### src/rtl/bit_serializer_pkg.sv
// ============================================================================
//  Module      : bit_serializer_pkg
//  Description : Shared state encoding and sizing helper for bit_serializer.
//  Revision    : 1.0  initial release
// ============================================================================
`default_nettype none

package bit_serializer_pkg;

    typedef enum logic [1:0] {
        S_IDLE   = 2'd0,
        S_SHIFT  = 2'd1,
        S_PARITY = 2'd2,
        S_GAP    = 2'd3
    } ser_state_t;

    // Width of a counter that must hold values 0..width without wrapping.
    function automatic int cnt_width(input int width);
        return $clog2(width + 1);
    endfunction

endpackage

`default_nettype wire

### src/rtl/bit_serializer.sv
// ============================================================================
//  Module      : bit_serializer
//  Description : Valid/ready parallel-to-serial transmitter with frame strobes.
//                Define SER_PARITY_EN to append an even-parity bit per frame.
//  Revision    : 1.0  initial release
// ============================================================================
`default_nettype none

module bit_serializer
    import bit_serializer_pkg::*;
#(
    parameter int WIDTH      = 8,
    parameter int GAP_CYCLES = 1,
    parameter int LSB_FIRST  = 1
) (
    input  logic             clk,
    input  logic             rst_n,
    input  logic [WIDTH-1:0] in_data,
    input  logic             in_valid,
    output logic             in_ready,
    output logic             sdo,
    output logic             sdo_valid,
    output logic             frame_start,
    output logic             frame_end,
    output logic             busy
);

    localparam int               CNT_W      = cnt_width(WIDTH);
    localparam int               GAP_W      = (GAP_CYCLES > 1) ? $clog2(GAP_CYCLES) : 1;
    localparam int               OUT_IDX    = (LSB_FIRST != 0) ? 0 : WIDTH - 1;
    localparam logic [CNT_W-1:0] C_LAST_BIT = CNT_W'(WIDTH - 1);
    localparam logic [GAP_W-1:0] C_GAP_LAST = GAP_W'((GAP_CYCLES > 0) ? GAP_CYCLES - 1 : 0);
    localparam bit               C_B2B      = (GAP_CYCLES == 0);

    ser_state_t       r_state, w_state_nxt;
    logic [WIDTH-1:0] r_shreg, w_shreg_nxt;
    logic [CNT_W-1:0] r_bit_cnt, w_bit_cnt_nxt;
    logic [GAP_W-1:0] r_gap_cnt, w_gap_cnt_nxt;
    logic             w_last_bit;
    logic             w_accept;
    logic             w_sdo_nxt;
    logic             w_sdo_valid_nxt;
    logic             w_frame_start_nxt;
    logic             w_frame_end_nxt;

`ifdef SER_PARITY_EN
    logic r_parity, w_parity_nxt;

    assign w_last_bit   = (r_state == S_PARITY);
    assign w_parity_nxt = w_accept ? ^in_data : r_parity;

    always_ff @(posedge clk or negedge rst_n) begin
        if (!rst_n) r_parity <= 1'b0;
        else        r_parity <= w_parity_nxt;
    end
`else
    assign w_last_bit = (r_state == S_SHIFT) && (r_bit_cnt == C_LAST_BIT);
`endif

    // The final bit of a frame doubles as an accept slot when frames run back-to-back.
    assign in_ready = rst_n && ((r_state == S_IDLE) || (C_B2B && w_last_bit));
    assign w_accept = in_valid && in_ready;
    assign busy     = (r_state != S_IDLE);

    always_comb begin
        w_state_nxt   = r_state;
        w_shreg_nxt   = r_shreg;
        w_bit_cnt_nxt = r_bit_cnt;
        w_gap_cnt_nxt = r_gap_cnt;
        case (r_state)
            S_IDLE: ;
            S_SHIFT: begin
                if (r_bit_cnt == C_LAST_BIT) begin
`ifdef SER_PARITY_EN
                    w_state_nxt = S_PARITY;
`else
                    w_state_nxt   = C_B2B ? S_IDLE : S_GAP;
                    w_gap_cnt_nxt = '0;
`endif
                end else begin
                    w_bit_cnt_nxt = r_bit_cnt + 1'b1;
                    if (LSB_FIRST != 0) w_shreg_nxt = r_shreg >> 1;
                    else                w_shreg_nxt = r_shreg << 1;
                end
            end
            S_PARITY: begin
                w_state_nxt   = C_B2B ? S_IDLE : S_GAP;
                w_gap_cnt_nxt = '0;
            end
            S_GAP: begin
                if (r_gap_cnt == C_GAP_LAST) w_state_nxt   = S_IDLE;
                else                         w_gap_cnt_nxt = r_gap_cnt + 1'b1;
            end
            default: w_state_nxt = S_IDLE;
        endcase
        if (w_accept) begin
            w_state_nxt   = S_SHIFT;
            w_shreg_nxt   = in_data;
            w_bit_cnt_nxt = '0;
        end
    end

    // Outputs are registered by decoding the next state, so they line up with it.
    always_comb begin
        w_sdo_valid_nxt   = (w_state_nxt == S_SHIFT) || (w_state_nxt == S_PARITY);
        w_frame_start_nxt = (w_state_nxt == S_SHIFT) && (w_bit_cnt_nxt == '0);
        w_sdo_nxt         = 1'b0;
        if (w_state_nxt == S_SHIFT) w_sdo_nxt = w_shreg_nxt[OUT_IDX];
`ifdef SER_PARITY_EN
        if (w_state_nxt == S_PARITY) w_sdo_nxt = w_parity_nxt;
        w_frame_end_nxt = (w_state_nxt == S_PARITY);
`else
        w_frame_end_nxt = (w_state_nxt == S_SHIFT) && (w_bit_cnt_nxt == C_LAST_BIT);
`endif
    end

    always_ff @(posedge clk or negedge rst_n) begin
        if (!rst_n) begin
            r_state     <= S_IDLE;
            r_shreg     <= '0;
            r_bit_cnt   <= '0;
            r_gap_cnt   <= '0;
            sdo         <= 1'b0;
            sdo_valid   <= 1'b0;
            frame_start <= 1'b0;
            frame_end   <= 1'b0;
        end else begin
            r_state     <= w_state_nxt;
            r_shreg     <= w_shreg_nxt;
            r_bit_cnt   <= w_bit_cnt_nxt;
            r_gap_cnt   <= w_gap_cnt_nxt;
            sdo         <= w_sdo_nxt;
            sdo_valid   <= w_sdo_valid_nxt;
            frame_start <= w_frame_start_nxt;
            frame_end   <= w_frame_end_nxt;
        end
    end

endmodule

`default_nettype wire

### config.mk
export PLATFORM = sky130hd
export DESIGN_NAME = bit_serializer
export DESIGN_NICKNAME = d
export VERILOG_FILES = /design/src/rtl/bit_serializer_pkg.sv /design/src/rtl/bit_serializer.sv
export SDC_FILE = /design/constraint.sdc
export NUM_CORES = 1
export LEC_CHECK = 0
export ABC_AREA = 0
export BUFFER_PORTS_ARGS = -buffer_cell sky130_fd_sc_hd__buf_4
export CAP_MARGIN = 15
export CORE_MARGIN = 3
export CORE_UTILIZATION = 48
export DETAILED_ROUTE_END_ITERATION = 7
export GPL_ROUTABILITY_DRIVEN = 0
export GPL_TIMING_DRIVEN = 1
export PLACE_DENSITY_LB_ADDON = 0.3
export RECOVER_POWER = 25
export SLEW_MARGIN = 25
export SYNTH_ARGS = -nofsm -noshare
export SYNTH_HDL_FRONTEND = slang
export SYNTH_SLANG_ARGS = --single-unit
### constraint.sdc
create_clock -name clk -period 2 [get_ports clk]
set_clock_uncertainty 0.2 [all_clocks]
set_input_delay 0.1 -clock clk [delete_from_list [all_inputs] [get_ports clk]]
set_output_delay 0.1 -clock clk [all_outputs]
set_load 0.02 [all_outputs]
==> run_results.csv <==
group,metric,value,unit
pwr,power_leakage,0.604,nW
layout,stdcell_count,157,
pwr,p_int,1.05,mW
logic_synthesis,synth_top_area_share,0.468,
place,portBuffers,16,
setup_path,crit_path_max_incr_delay,430,ps
floorplanning,start_util,0.535,
layout,postLayoutCellArea,0.00128,mm^2
timing,period_minus_slack,1920,ps
layout,syn2layout_area_growth,32.9,%
setup_path,cp.arrival,1930,ps
clock_network,cts_tree,"yes",
route,ant_nets,0,
clock_network,clockBufferDepth,2,
timing,fmax,521,MHz
place,dp_hpwl,1410,um
pwr,seqPwrFrac,0.347,
pwr,clkPwrFrac,0.127,
hold_path,hp-class,"in2async",
outcome,status,"completed",
route,drt_iter0_drc,11,
layout,num-nets-final,148,
timing,timing.final.crit_share,0.960,
logic_synthesis,yosysTopAreaCell,"dfrtp_1",
flow_run,max_cap_viol_count,0,
layout,fillers,152,
floorplanning,die_area,0.00258,mm^2
setup_path,cp.required,2010,ps
logic_synthesis,synth_area_leaders,"dfrtp_1 (47%), a21oi_1 (5.7%), o21ai_0 (5.7%)",
setup_path,cpMostUsedCell,"ha_1",
clock_network,cts_max_level,1,
clock_network,clock_latency,300,ps
logic_synthesis,ys_async_sr_fraction,1.00,
floorplanning,coreArea,0.00180,mm^2
global_route,grt_use_total,0.193,
layout,drive_gt1_frac,0.258,
logic_synthesis,ys_types,30,
timing,rsz0062_at_grt,"no",
logic_synthesis,yosysMostFrequentCell,"dfrtp_1",
logic_synthesis,ys_seq_area_frac,0.468,
route,drc,0,
timing,worst_pin_slew,253,ps
global_route,grt_max_degree,22,
floorplanning,die_y,50.8,um
floorplanning,die_w,50.8,um
setup_path,crit_slowest_cell,"dfrtp_1",
setup_path,critPathLaunchType,"flip-flop",
logic_synthesis,netlist_area,963,um^2
timing,hold_viol,0,
route,routed_via_density,5.63,
logic_synthesis,ys_warn_count,0,
logic_synthesis,synthTopCellsByCount,"dfrtp_1 (18), a21oi_1 (11), o21ai_0 (11)",
clock_network,root_buffer,"clkbuf_4",
logic_synthesis,synth-edff-count,0,
global_route,grt_overflow,0,
route,wl_per_cell,14.0,um
logic_synthesis,postSynthNetCount,116,
global_route,grt_pass1_vias,808,
setup_path,cp-end-kind,"flip-flop",
place,placed_cell_area,0.00114,mm^2
setup_path,cp.depth,7,
route,first_pass_iters,4,
timing,setup_viol,0,
floorplanning,rows,15,
pwr,vdd_drop_max,1.05,mV
setup_path,cp_top_family,"compound AO/OA/AOI/OAI gates",
setup_path,path_buf_inv,0,
clock_network,numCtsBuffers,3,
layout,multiInputGateArea,455,um^2
setup_path,r2r_cells,7,
route,vias,884,
pwr,power.total,1.78,mW
pwr,powerDensity,1390,mW/mm^2
pwr,switching_share,0.409,
logic_synthesis,ys.flop_type,"dfrtp_1",
timing,slew_headroom,0.832,
setup_path,crit_fanout,5,
pwr,power_frac_comb,0.526,
setup_path,crit_chain,"ha_1 -> and3b_1 -> a21oi_1 -> a211o_1 -> ha_1 -> nand2_2 -> a2111oi_4",
global_route,grt_pass1_wl,3680,um
timing,slew_viol_final,0,
layout,insertedDiodeCount,0,
route,wirelength,2200,um
setup_path,crit_type,"reg2reg",
global_route,antenna_found_initial,0,
floorplanning,io_pins,17,
layout,seqCellArea,450,um^2
clock_network,path_clk_slew,100,ps
logic_synthesis,avgSynthCellArea,9.54,um^2
clock_network,cts.sinks,18,
pwr,p_sw,727,uW
logic_synthesis,netlist_instances,101,
place,dp_cells,143,
timing,holdWs,7.12,ps
logic_synthesis,synth_seq_cells,18,
[cell usage in the layout (no fill, tap or decap), drive strengths merged]
master and count:
a2111oi 1, a211o 1, a211oi 2, a21o 2
a21oi 11, a31oi 7, and2 2, and3 1
and3b 1, buf 25, clkbuf 4, dfrtp 18
dlygate4sd3 10, ha 4, inv 5, mux2 1
nand2 5, nand2b 1, nand3 2, nand3b 1
nand4 2, nand4b 1, nor2 9, nor3 1
o21ai 12, o221ai 1, o311a 1, or3 1
[final cells by class]
class                   count  share of cell area
multi-input cells          70               0.356
clock buffers               4              0.0283
well taps                  25              0.0244
repair buffers             35               0.225
inverters                   5              0.0147
flip-flops and latches     18               0.352
[power groups by stage]
stage / Combinational, mW / Clock [mW] / Sequential, mW
after floorplan: 0.617 / 0 / 0.635
after global placement: 0.895 / 0 / 0.610
after detailed placement: 0.910 / 0 / 0.617
after CTS: 0.930 / 0.231 / 0.610
after global routing: 1.04 / 0.248 / 0.625
final: 0.935 / 0.225 / 0.616
[metal layers]
| layer | track usage | routed length [um] | vias up |
|---|---|---|---|
| met2 | 0.296 | 1030 | 29 |
| met4 | 0.0717 | 36 | 0 |
| met5 | 0 | 0 | - |
| met3 | 0.0534 | 130 | 7 |
| met1 | 0.258 | 1000 | 419 |
| li1 | - | - | 429 |
[through the flow]
| stage | setup TNS [ps] | util | worst slack (ps) |
|---|---|---|---|
| final | 0 | 0.710 | 80.9 |
| after global routing | 0 | 0.710 | 5.65 |
| after CTS | 0 | 0.710 | 73.8 |
| after detailed placement | 0 | 0.635 | 98.4 |
| after global placement | 0 | 0.635 | 183 |
| after floorplan | -5.05 | - | -5.05 |
[worst register-to-register path, stage by stage, from the launching register on]
cell and delay, ps:
dfrtp_1 430, ha_1 220, and3b_1 190, a21oi_1 190, a211o_1 130, ha_1 210, nand2_2 80, a2111oi_4 170
[worst paths after layout]
| path | from | end | slack, ps |
|---|---|---|---|
| max | r_bit_cnt[1]$_DFF_PN0_ | frame_end$_DFF_PN0_ | 80 |
| min | rst_n | frame_end$_DFF_PN0_ | 7 |
| max reg2reg | r_bit_cnt[1]$_DFF_PN0_ | frame_end$_DFF_PN0_ | 80 |
| min reg2reg | r_state[0]$_DFF_PN0_ | r_state[1]$_DFF_PN0_ | 340 |
| max in group asynchronous | rst_n | r_shreg[3]$_DFFE_PN0P_ | 1390 |
| min in group clk | r_state[0]$_DFF_PN0_ | r_state[1]$_DFF_PN0_ | 340 |
[logic make-up (layout without fill, tap and decap cells)]
group / after synthesis / after routing / synth area share
AOI/OAI and AO/OA: 38 / 38 / 0.253
and+or+nand+nor: 27 / 27 / 0.149
DFF: 18 / 18 / 0.468
buffers and inverters: 13 / 44 / 0.0623
adders and majority gates: 4 / 4 / 0.0520
muxes: 1 / 1 / 0.0156
[sequential cells by signal, summed over array words and instances, names as in the netlist]
register and count:
r_shreg 8, frame_start 1, sdo 1, r_state 2
r_bit_cnt 4, sdo_valid 1, frame_end 1
[timing repair]
| item | in CTS | in global routing |
|---|---|---|
| gates resized for setup | 0 | 0 |
| setup endpoints to repair | 0 | 0 |
| hold endpoints to repair | 28 | 0 |
| hold buffers | 10 | 0 |
| setup buffers | 0 | 0 |
Note: power is estimated with default switching activity, not from simulation.
